### config.mk
export PLATFORM = sky130hd
export DESIGN_NAME = spi_slave_rx
export DESIGN_NICKNAME = d
export VERILOG_FILES = /design/src/rtl/spi_slave_rx_pkg.sv /design/src/rtl/spi_slave_rx_sig_sync.sv /design/src/rtl/spi_slave_rx.sv
export SDC_FILE = /design/constraint.sdc
export NUM_CORES = 1
export LEC_CHECK = 0
export ABC_AREA = 1
export CAP_MARGIN = 30
export CORE_ASPECT_RATIO = 1.2
export CORE_UTILIZATION = 45
export CTS_BUF_LIST = sky130_fd_sc_hd__clkbuf_2
export CTS_CLUSTER_SIZE = 30
export DETAILED_ROUTE_END_ITERATION = 8
export PLACE_DENSITY = 0.72
export SLEW_MARGIN = 15
export SYNTH_ARGS = -nofsm -noshare
export SYNTH_HDL_FRONTEND = slang
export SYNTH_SLANG_ARGS = --single-unit
### constraint.sdc
create_clock -name sysClk -period 2.45 [get_ports sysClk]
set_input_delay 0.49 -clock sysClk [delete_from_list [all_inputs] [get_ports sysClk]]
set_output_delay 0.49 -clock sysClk [all_outputs]
set_load 0.01 [all_outputs]
### src/rtl/spi_slave_rx_pkg.sv
// Shared encodings and widths for the SPI slave receive front end.
package spi_pkg;

  typedef enum logic [1:0] {
    ST_IDLE,
    ST_ACTIVE,
    ST_WAIT_CS_HIGH
  } state_e;

  localparam int FRAME_BYTES_DEF = 17;
  localparam int BIT_CNT_W       = 3;
  localparam int BYTE_CNT_W      = 5;

endpackage

### src/rtl/spi_slave_rx_sig_sync.sv
// Multi-flop single-bit synchroniser with a selectable reset level.
module sig_sync #(
  parameter int   STAGES  = 2,
  parameter logic RST_VAL = 1'b0
) (
  input  logic clk,
  input  logic srst,
  input  logic d,
  output logic q
);

  logic [STAGES-1:0] sync_q;
  logic [STAGES-1:0] sync_d;

  always_comb begin
    sync_d = {sync_q[STAGES-2:0], d};
  end

  always_ff @(posedge clk) begin
    if (srst) begin
      sync_q <= {STAGES{RST_VAL}};
    end else begin
      sync_q <= sync_d;
    end
  end

  assign q = sync_q[STAGES-1];

endmodule

### src/rtl/spi_slave_rx.sv
// SPI mode-0 slave: oversampled receive with byte strobes, MISO reply shifter and frame checks.
module spi_slave_rx
  import spi_pkg::*;
#(
  parameter int SYNC_STAGES = 2,
  parameter int FRAME_BYTES = FRAME_BYTES_DEF
) (
  input  logic                  sysClk,
  input  logic                  sysRst,
  input  logic                  spiSclk,
  input  logic                  spiCs_n,
  input  logic                  spiMosi,
  output logic                  spiMiso,
  output logic                  spiMiso_oe,
  input  logic [7:0]            tx_data,
  output logic                  tx_load,
  output logic [7:0]            rx_byte,
  output logic                  rx_valid,
  output logic [BYTE_CNT_W-1:0] byte_cnt,
  output logic                  frame_active,
  output logic                  frame_done,
  output logic                  frame_err
);

  logic sclk_s, cs_n_s, mosi_s;

  sig_sync #(.STAGES(SYNC_STAGES), .RST_VAL(1'b0)) u_sync_sclk (
    .clk(sysClk), .srst(sysRst), .d(spiSclk), .q(sclk_s)
  );
  sig_sync #(.STAGES(SYNC_STAGES), .RST_VAL(1'b1)) u_sync_cs (
    .clk(sysClk), .srst(sysRst), .d(spiCs_n), .q(cs_n_s)
  );
  sig_sync #(.STAGES(SYNC_STAGES), .RST_VAL(1'b0)) u_sync_mosi (
    .clk(sysClk), .srst(sysRst), .d(spiMosi), .q(mosi_s)
  );

  state_e                state_q, state_d;
  logic                  sclk_hist_q, sclk_hist_d;
  logic                  cs_hist_q, cs_hist_d;
  logic [SYNC_STAGES:0]  settle_q, settle_d;
  logic [BIT_CNT_W-1:0]  bit_cnt_q, bit_cnt_d;
  logic [BYTE_CNT_W-1:0] byte_cnt_q, byte_cnt_d;
  logic [6:0]            rx_shift_q, rx_shift_d;
  logic [7:0]            rx_byte_q, rx_byte_d;
  logic                  rx_valid_q, rx_valid_d;
  logic [6:0]            tx_shift_q, tx_shift_d;
  logic                  tx_load_q, tx_load_d;
  logic                  miso_q, miso_d;
  logic                  skip_fall_q, skip_fall_d;
  logic                  frame_active_q, frame_active_d;
  logic                  frame_done_q, frame_done_d;
  logic                  frame_err_q, frame_err_d;

  logic sclk_rise, sclk_fall, cs_fall, cs_rise;

  assign sclk_rise = sclk_s & ~sclk_hist_q;
  assign sclk_fall = ~sclk_s & sclk_hist_q;
  assign cs_fall   = ~cs_n_s & cs_hist_q;
  assign cs_rise   = cs_n_s & ~cs_hist_q;

  always_comb begin
    state_d        = state_q;
    sclk_hist_d    = sclk_s;
    cs_hist_d      = cs_n_s;
    settle_d       = {settle_q[SYNC_STAGES-1:0], 1'b1};
    bit_cnt_d      = bit_cnt_q;
    byte_cnt_d     = byte_cnt_q;
    rx_shift_d     = rx_shift_q;
    rx_byte_d      = rx_byte_q;
    rx_valid_d     = 1'b0;
    tx_shift_d     = tx_shift_q;
    tx_load_d      = 1'b0;
    miso_d         = miso_q;
    skip_fall_d    = skip_fall_q;
    frame_active_d = frame_active_q;
    frame_done_d   = 1'b0;
    frame_err_d    = 1'b0;

    case (state_q)
      // Hold off until the synchronisers have flushed their reset value, so a
      // CS that was already low at reset release is never seen as a new frame.
      ST_WAIT_CS_HIGH: begin
        if (settle_q[SYNC_STAGES] && cs_n_s) begin
          state_d = ST_IDLE;
        end
      end

      ST_IDLE: begin
        if (cs_fall) begin
          state_d        = ST_ACTIVE;
          bit_cnt_d      = '0;
          byte_cnt_d     = '0;
          rx_shift_d     = '0;
          tx_shift_d     = tx_data[6:0];
          tx_load_d      = 1'b1;
          miso_d         = tx_data[7];
          skip_fall_d    = 1'b0;
          frame_active_d = 1'b1;
        end
      end

      ST_ACTIVE: begin
        if (sclk_rise) begin
          rx_shift_d = {rx_shift_q[5:0], mosi_s};
          if (bit_cnt_q == BIT_CNT_W'(7)) begin
            rx_byte_d   = {rx_shift_q, mosi_s};
            rx_valid_d  = 1'b1;
            bit_cnt_d   = '0;
            if (byte_cnt_q != {BYTE_CNT_W{1'b1}}) begin
              byte_cnt_d = byte_cnt_q + 1'b1;
            end
            tx_shift_d  = tx_data[6:0];
            tx_load_d   = 1'b1;
            miso_d      = tx_data[7];
            skip_fall_d = 1'b1;
          end else begin
            bit_cnt_d = bit_cnt_q + 1'b1;
          end
        end else if (sclk_fall) begin
          if (skip_fall_q) begin
            skip_fall_d = 1'b0;
          end else begin
            miso_d     = tx_shift_q[6];
            tx_shift_d = {tx_shift_q[5:0], 1'b0};
          end
        end

        // Judged on the post-update counters so a byte completing together
        // with CS rising is counted.
        if (cs_rise) begin
          state_d        = ST_IDLE;
          frame_active_d = 1'b0;
          miso_d         = 1'b0;
          if (bit_cnt_d != '0) begin
            frame_err_d = 1'b1;
          end else if (byte_cnt_d == BYTE_CNT_W'(FRAME_BYTES)) begin
            frame_done_d = 1'b1;
          end else begin
            frame_err_d = 1'b1;
          end
          bit_cnt_d = '0;
        end
      end

      default: begin
        state_d = ST_WAIT_CS_HIGH;
      end
    endcase
  end

  always_ff @(posedge sysClk) begin
    if (sysRst) begin
      state_q        <= ST_WAIT_CS_HIGH;
      sclk_hist_q    <= 1'b0;
      cs_hist_q      <= 1'b1;
      settle_q       <= '0;
      bit_cnt_q      <= '0;
      byte_cnt_q     <= '0;
      rx_shift_q     <= '0;
      rx_byte_q      <= '0;
      rx_valid_q     <= 1'b0;
      tx_shift_q     <= '0;
      tx_load_q      <= 1'b0;
      miso_q         <= 1'b0;
      skip_fall_q    <= 1'b0;
      frame_active_q <= 1'b0;
      frame_done_q   <= 1'b0;
      frame_err_q    <= 1'b0;
    end else begin
      state_q        <= state_d;
      sclk_hist_q    <= sclk_hist_d;
      cs_hist_q      <= cs_hist_d;
      settle_q       <= settle_d;
      bit_cnt_q      <= bit_cnt_d;
      byte_cnt_q     <= byte_cnt_d;
      rx_shift_q     <= rx_shift_d;
      rx_byte_q      <= rx_byte_d;
      rx_valid_q     <= rx_valid_d;
      tx_shift_q     <= tx_shift_d;
      tx_load_q      <= tx_load_d;
      miso_q         <= miso_d;
      skip_fall_q    <= skip_fall_d;
      frame_active_q <= frame_active_d;
      frame_done_q   <= frame_done_d;
      frame_err_q    <= frame_err_d;
    end
  end

  assign spiMiso      = miso_q;
  assign spiMiso_oe   = frame_active_q;
  assign tx_load      = tx_load_q;
  assign rx_byte      = rx_byte_q;
  assign rx_valid     = rx_valid_q;
  assign byte_cnt     = byte_cnt_q;
  assign frame_active = frame_active_q;
  assign frame_done   = frame_done_q;
  assign frame_err    = frame_err_q;

endmodule

==> results of run 1 <==
## kinds of logic after synthesis
| group | count (synthesis) | synth area share, % |
|---|---|---|
| AND/OR/NAND/NOR | 120 | 25.1 |
| AO/OA/AOI/OAI | 59 | 14.6 |
| buffers and inverters | 51 | 10.5 |
| flip-flops | 50 | 47.4 |
| adder cells (fa/ha/maj) | 4 | 2.37 |
## power breakdown
group | total [mW] | internal [mW] | leakage [nW] | switching [mW]
logic | 0.0745 | 0.0354 | 0.633 | 0.0391
clock network | 0.313 | 0.0691 | 0.0251 | 0.244
registers | 0.834 | 0.828 | 0.405 | 0.00607
total | 1.22 | 0.933 | 1.06 | 0.289
## metrics by stage
| stage | util [%] | setup slack (ps) | instances |
|---|---|---|---|
| floorplan | - | 956 | 284 |
| global placement | 55.8 | 725 | 365 |
| detailed placement | 55.8 | 707 | 365 |
| CTS | 56.7 | 509 | 372 |
| global route | 56.7 | 448 | 372 |
| finish | 56.7 | 537 | 372 |
## layout make-up
type / instances / area, um2
clock inverters: 1 / 7.51
inverters: 42 / 158
clock buffers: 6 / 30.0
repair buffers: 34 / 335
fillers: 426 / 1900
multi-input cells: 183 / 888
well taps: 56 / 70.1
flip-flops and latches: 50 / 1000
## flip-flops by register name (all words and copies together) (netlist names), 2 cells and up
name                count
bit_cnt_q               3
byte_cnt                5
rx_byte                 8
rx_shift_q              7
settle_q                3
state_q                 2
tx_shift_q              7
u_sync_cs.sync_q        2
u_sync_mosi.sync_q      2
u_sync_sclk.sync_q      2
## worst max-delay path by stage
stage,start,end,slack [ps]
finish,byte_cnt[1]$_SDFFE_PP0P_,byte_cnt[1],540
global route,byte_cnt[1]$_SDFFE_PP0P_,byte_cnt[1],450
CTS,byte_cnt[1]$_SDFFE_PP0P_,byte_cnt[1],510
detailed placement,sysRst,frame_done$_SDFF_PP0_,710
global placement,sysRst,frame_done$_SDFF_PP0_,730
floorplan,bit_cnt_q[0]$_SDFFE_PP0P_,tx_shift_q[0]$_SDFFE_PP0P_,960
## per-layer routing
layer / up-vias / GRT usage [%] / wire length (um)
met3: 2 / 4.02 / 152
li1: 958 / - / -
met2: 37 / 28.3 / 1860
met5: - / 0 / 0
met1: 810 / 23.2 / 1920
met4: 0 / 7.11 / 38
## synth_stat cells (3+ instances only)
master | count | area share, %
a21oi_1 | 21 | 5.0
buf_6 | 3 | 1.6
clkbuf_1 | 3 | 0.53
dfxtp_1 | 50 | 47
ha_1 | 4 | 2.4
inv_1 | 36 | 6.4
inv_2 | 5 | 0.89
nand2_1 | 47 | 8.4
nand2_2 | 6 | 1.8
nand3_1 | 15 | 3.6
nor2_1 | 41 | 7.3
nor2_4 | 3 | 1.6
nor3_1 | 3 | 0.71
o21ai_0 | 26 | 6.2
o21ai_1 | 7 | 1.7
==> results.tsv, run 1 <==
metric	value	unit
status	finished clean	
synth_edf_count	0	
ys_warn_count	0	
die_w	64.5	um
ys_seq_area_share	47.4	%
synth_cell_type_count	26	
async_flop_share	0	%
diodes	0	
final_common_cell	dfxtp_1	
r2r_cells	7	
via_count	1807	
hold_path_depth	2	
pwr_density_cell	491	nW/um2
crit_cells	1	
min_to	settle_q[1]$_SDFF_PP0_	
wl	3970	um
slew-limit-headroom	75.3	%
crit_slowest_cell	clkdlybuf4s50_1	
worstHoldStart	settle_q[0]$_DFF_P_	
dpl.hpwl	2810	um
gr-usage-all-layers	17.9	%
worst-setup-path-type	flip-flop to output port	
tns	0	ps
path_buf_inv	1	
grt_overflow	0	
r2r_slack	720	ps
maxCapViolCount	0	
area.growth.synth_to_final	17.9	%
hold_violations	0	
min_period	1910	ps
cts.path.max_buffers	2	
start_kind	flip-flop	
drive_gt1_share	9.18	%
start_util	48.1	%
crit_chain	clkdlybuf4s50_1	
cts_tree	done	
portBuffers	32	
skew	14.2	ps
antenna_found_initial	0	
ctsResizeCount	0	
fin_nets	333	
post_dp_cell_area	2450	um2
grt_pass1_vias	1608	
clkSinkCount	50	
rsz0062_at_grt	false	
hold_class	flip-flop to flip-flop	
first_iter_violations	144	
finalPower	1.22	mW
cts_setup_buffers	0	
synthesis.area	2110	um2
cts-htree-levels	2	
dominantRegCellSynth	dfxtp_1	
vdd_drop_max	0.325	mV
syn_inst	284	
crit_family	buffers and inverters	
cp.arrival	1420	ps
grt_pass1_wl	7010	um
max_stage_delay	560	ps
die_area	4970	um2
drc_errors	0	
endpoint_kind	output port	
num_rows	26	
synth_fp_nets	301	
ioPinCount	33	
first_pass_iters	4	
whs	416	ps
die_y	77.0	um
cts-hold-fix-buffers	0	
fp.coreArea	4390	um2
leakage	1.06	nW
wl_per_cell	10.7	um
tightest_slew	370	ps
design_area	2490	um2
ys_ff_latch	50	
cts-root-buf	clkbuf_2	
cp_data_required_time	1960	ps
viasPerCell	4.86	
clock_latency	410	ps
grt_max_degree	23	
slew_viol_final	0	
path_clk_slew	220	ps
syn_avg_cell_area	7.44	um2
crit_path_max_fanout	5	
layout_common_cells	dfxtp_1 (50), nand2_1 (47), nor2_1 (41)	
timing.rr.end	rx_byte[0]$_SDFFE_PP0P_	
cts_buffers	5	
fmax	523	MHz
report.final.setup_viol	0	
r2r_start	bit_cnt_q[0]$_SDFFE_PP0P_	
place.gp.congestion	0.764	
timing.final.crit_share	78.1	%
postRouteAntennaNets	0	
(Power assumes the default switching activity.)
==> run 2: changes to the inputs <==
==> constraint.sdc (replaced) <==
create_clock -name sysClk -period 1.79 [get_ports sysClk]
set_input_delay 0.358 -clock sysClk [delete_from_list [all_inputs] [get_ports sysClk]]
set_output_delay 0.358 -clock sysClk [all_outputs]
set_load 0.01 [all_outputs]
==> results.tsv, run 2 (synthesized netlist as in run 1, its figures left out) <==
metric	value	unit	change
drive_gt1_share	15.0	%	+5.9 points
cp_data_required_time	1430	ps	-530 ps
slew-limit-headroom	81.2	%	+5.9 points
crit_family	buffers and inverters		
endpoint_kind	output port		
cts_buffers	5		unchanged
crit_slowest_cell	clkdlybuf4s50_1		
first_iter_violations	77		-47%
postRouteAntennaNets	0		unchanged
place.gp.congestion	0.898		+18%
min_period	1710	ps	
wl	4210	um	+6.1%
cp.arrival	1350	ps	-70 ps
portBuffers	32		unchanged
first_pass_iters	4		unchanged
area.growth.synth_to_final	24.2	%	
r2r_slack	160	ps	-560 ps
crit_chain	clkdlybuf4s50_1		
die_y	77.0	um	unchanged
drc_errors	0		unchanged
tns	0	ps	unchanged
fin_nets	342		+2.7%
stdcell_count	382		+2.7%
tightest_slew	280	ps	-90.6 ps
via_count	1867		+3.3%
hold_class	input port to flip-flop		
final_common_cell	nand2_1		
dp.cells	369		+1.1%
largest_reg_flops	8		unchanged
viasPerCell	4.89		+0.62%
leakage	1.19	nW	+12%
clock_latency	420	ps	about the same
layout_common_cells	nand2_1 (47), nor2_1 (41), dfxtp_1 (41)		
r2r_cells	9		+2
num_rows	26		unchanged
path_clk_slew	240	ps	+20 ps
dpl.hpwl	3000	um	+7.0%
hold_violations	0		unchanged
diodes	0		unchanged
report.final.setup_viol	0		unchanged
timing.final.crit_share	95.3	%	
final_util	59.7	%	+3.0 points
clkSinkCount	50		unchanged
skew	13.9	ps	-0.363 ps
wl_per_cell	11.0	um	+3.3%
antenna_found_initial	0		unchanged
start_util	48.1	%	unchanged
cts-htree-levels	2		unchanged
cts_tree	done		
fmax	586	MHz	
grt_pass1_vias	1656		+3.0%
grt_overflow	0		unchanged
r2r_start	bit_cnt_q[1]$_SDFFE_PP0P_		
pwr_density_cell	699	nW/um2	+42%
cts.path.max_buffers	2		unchanged
vdd_drop_max	0.473	mV	+46%
die_w	64.5	um	unchanged
status	finished clean		
maxCapViolCount	0		unchanged
timing.rr.end	frame_err$_SDFF_PP0_		
path_buf_inv	1		unchanged
ioPinCount	33		unchanged
worst-setup-path-type	flip-flop to output port		
crit_cells	1		unchanged
grt_pass1_wl	7060	um	+0.68%
slew_viol_final	0		unchanged
max_stage_delay	530	ps	-30 ps
endpoint	spiMiso_oe		
crit_path_max_fanout	3		-2
finalPower	1.83	mW	+50%
fp.coreArea	4390	um2	unchanged
die_area	4970	um2	unchanged
start_kind	flip-flop		
cts-root-buf	clkbuf_2		
grt_max_degree	16		-30%
startpoint	frame_active$_SDFFE_PP0P_		
gr-usage-all-layers	18.1	%	+0.21 points
## run 2: cell types whose count changed in the layout (fill, tap and decap cells not counted), sizes merged
| cell | delta |
|---|---|
| buf | +9 |
| bufinv | +1 |
| dlymetal6s2s | +3 |
| clkdlybuf4s50 | -3 |
## run 2: report_power, final
part,total [mW],internal (mW),leakage [nW],switching [mW]
Sequential,1.14,1.13,0.410,0.00797
Combinational,0.108,0.0519,0.737,0.0559
Clock,0.586,0.241,0.0392,0.344
## run 2: metrics by stage
step	worst slack (ps)	instance area, um2	hold WS, ps
after floorplan	296	2110	388
after global placement	176	2480	390
after detailed placement	122	2480	396
after CTS	5.96	2550	394
after global routing	-6.12	2620	368
final	83.9	2620	406
## run 2: per-layer routing
layer	GRT usage (%)	vias to the layer above	wire length, um
met1	21.5	849	1920
met4	6.67	0	63
met5	0	-	0
met2	30.4	36	2070
met3	5.06	5	165
li1	-	977	-
## run 2: area by class of cell
cell class                 instances  area [um2]
fill                             420        1770
sequential                        50        1010
multi-input combinational        183         903
timing repair buffer              43         410
inverter                          42         158
tap                               56        70.1
clock inverter                     2        37.5
clock buffer                       6        30.0
## run 2: worst min-delay path by stage
stage                                      from                                to  slack, ps  cells after the start
3_3_place_gp   u_sync_mosi.sync_q[0]$_SDFF_PP0_  u_sync_mosi.sync_q[1]$_SDFF_PP0_        390                      2
4_1_cts                                 spiSclk  u_sync_sclk.sync_q[0]$_SDFF_PP0_        390                      3
2_1_floorplan               settle_q[0]$_DFF_P_            settle_q[1]$_SDFF_PP0_        390                      2
6_report                                spiSclk  u_sync_sclk.sync_q[0]$_SDFF_PP0_        410                      3
5_1_grt                                 spiSclk  u_sync_sclk.sync_q[0]$_SDFF_PP0_        370                      3
3_5_place_dp                settle_q[0]$_DFF_P_            settle_q[1]$_SDFF_PP0_        400                      2
## run 2: worst register-to-register path: stages (launching register included)
cell and delay [ps]:
dfxtp_1 410, ha_1 150, ha_1 220, nand3_1 140, o21ai_0 240, nand2_1 90, nor2_1 120, nand3_1 100
nand2_1 70, inv_1 30
## run 2: timing repair
item	in CTS	in global routing
resized for setup	3	13
setup buffers	0	5
endpoints found under the setup margin	3	18
cloned	0	0
hold buffers	0	0
==> run 3: changes to the inputs <==
--- a/config.mk
+++ b/config.mk
@@ -7,11 +7,13 @@
 export LEC_CHECK = 0
 export ABC_AREA = 1
 export CAP_MARGIN = 30
-export CORE_ASPECT_RATIO = 1.2
+export CORE_ASPECT_RATIO = 0.6
+export CORE_MARGIN = 2
 export CORE_UTILIZATION = 45
 export CTS_BUF_LIST = sky130_fd_sc_hd__clkbuf_2
 export CTS_CLUSTER_SIZE = 30
 export DETAILED_ROUTE_END_ITERATION = 8
+export HOLD_SLACK_MARGIN = 0.1
 export PLACE_DENSITY = 0.72
 export SLEW_MARGIN = 15
 export SYNTH_ARGS = -nofsm -noshare
==> results.tsv, run 3 (synthesized netlist as in run 1, its figures left out) <==
metric	value	unit	change
cts_tree	done		
die_y	57.1	um	-26%
start_util	46.5	%	-1.6 points
cts-htree-levels	2		unchanged
whs	403	ps	-2.91 ps
dpl.hpwl	3100	um	+3.1%
first_iter_violations	97		+26%
layout_common_cells	nand2_1 (47), nor2_1 (41), inv_1 (36)		
min_period	1720	ps	+12.8 ps
ioPinCount	33		unchanged
cp_data_required_time	1430	ps	about the same
via_count	1811		-3.0%
drive_gt1_share	17.2	%	+2.1 points
drc_errors	0		unchanged
tns	0	ps	unchanged
finalPower	1.86	mW	+1.3%
r2r_slack	150	ps	about the same
vdd_drop_max	0.393	mV	-17%
grt_pass1_wl	7230	um	+2.5%
maxCapViolCount	0		unchanged
crit_family	buffers and inverters		
crit_path_max_fanout	2		-1
endpoint_kind	output port		
clkSinkCount	50		unchanged
cts_buffers	5		unchanged
use_met3	4.49	%	-0.57 points
path_buf_inv	1		unchanged
slew_viol_final	0		unchanged
rsz0062_at_grt	false		
num-fill-cells	432		+2.9%
die_w	92.4	um	+43%
grt_overflow	0		unchanged
hold_class	input port to flip-flop		
num_rows	19		-27%
finalWorstSetupSlack	71.0	ps	-12.8 ps
largest_reg_flops	8		unchanged
cts-root-buf	clkbuf_2		
crit_slowest_cell	clkdlybuf4s50_1		
viasPerCell	4.66		-4.7%
timing.final.crit_share	96.0	%	+0.72 points
crit_chain	clkdlybuf4s50_1		
pwr_density_cell	704	nW/um2	+0.71%
leakage	1.22	nW	+2.4%
diodes	0		unchanged
gr-usage-all-layers	17.4	%	-0.72 points
die_area	5280	um2	+6.1%
final_common_cell	nand2_1		
antenna_found_initial	0		unchanged
final_util	58.1	%	-1.6 points
status	finished clean		
grt_max_degree	24		+8
fin_nets	342		unchanged
fp.coreArea	4540	um2	+3.4%
tightest_slew	325	ps	+45.0 ps
cp.arrival	1360	ps	about the same
cts.path.max_buffers	2		unchanged
clock_latency	450	ps	+30 ps
met1_usage	25.5	%	+4.0 points
report.final.setup_viol	0		unchanged
worst-setup-path-type	flip-flop to output port		
area.growth.synth_to_final	24.9	%	
grt.busiest_layer	met1		
first_pass_iters	4		unchanged
fmax	582	MHz	-0.75%
slew-limit-headroom	78.3	%	-2.9 points
dp_slack	144	ps	+22.6 ps
skew	24.0	ps	+10.1 ps
wl_per_cell	11.1	um	+0.97%
path_clk_slew	270	ps	+30 ps
place.gp.congestion	0.828		-7.8%
start_kind	flip-flop		
max_stage_delay	530	ps	about the same
grt_pass1_vias	1628		-1.7%
grt_use_met2	24.9	%	-5.5 points
wl	4330	um	+2.8%
portBuffers	32		unchanged
hold_violations	0		unchanged
cts-hold-fix-buffers	0		unchanged
postRouteAntennaNets	0		unchanged
## run 3: layout make-up
cell class	count	area, um2	area share (%)
sequential	50	1030	38.9
multi-input combinational	183	893	33.9
timing repair buffer	43	413	15.6
inverter	42	158	5.97
tap	63	78.8	2.99
clock inverter	3	43.8	1.66
clock buffer	5	25.0	0.948
## run 3: report_power, final
| part | switching (mW) | internal (mW) | total [mW] |
|---|---|---|---|
| registers | 0.00855 | 1.13 | 1.14 |
| clock network | 0.373 | 0.239 | 0.612 |
| logic | 0.0557 | 0.0495 | 0.105 |
## run 3: worst register-to-register path, stage by stage, from the launching register on
cell	delay (ps)
dfxtp_2	400
ha_1	140
ha_1	210
nand2_2	100
inv_2	120
o21ai_0	130
nand2_1	80
nand2_1	60
nor2_1	130
nand3_1	110
nand2_1	80
inv_1	30
## run 3: stage by stage
step	cells	area, um2
final	389	2640
after global routing	389	2640
after CTS	383	2560
after detailed placement	375	2480
after global placement	375	2480
after floorplan	284	2110
## run 3: path summary, 6_finish.rpt
check,start,end,cells after the start
max reg2reg,bit_cnt_q[1]$_SDFFE_PP0P_,frame_err$_SDFF_PP0_,11
max,rx_byte[5]$_SDFFE_PP0P_,rx_byte[5],1
min reg2reg,settle_q[0]$_DFF_P_,settle_q[1]$_SDFF_PP0_,2
min,spiMosi,u_sync_mosi.sync_q[0]$_SDFF_PP0_,3
## run 3: timing repair
action                     4_1_cts  5_1_grt
setup endpoints to repair        5       22
setup buffers                    0        6
gates resized for setup          4       21
cloned                           0        0
## run 3: per-layer routing
metal	wire (um)	vias up
met5	0	-
met4	26	0
met3	263	4
met1	2320	787
li1	-	977
met2	1730	43
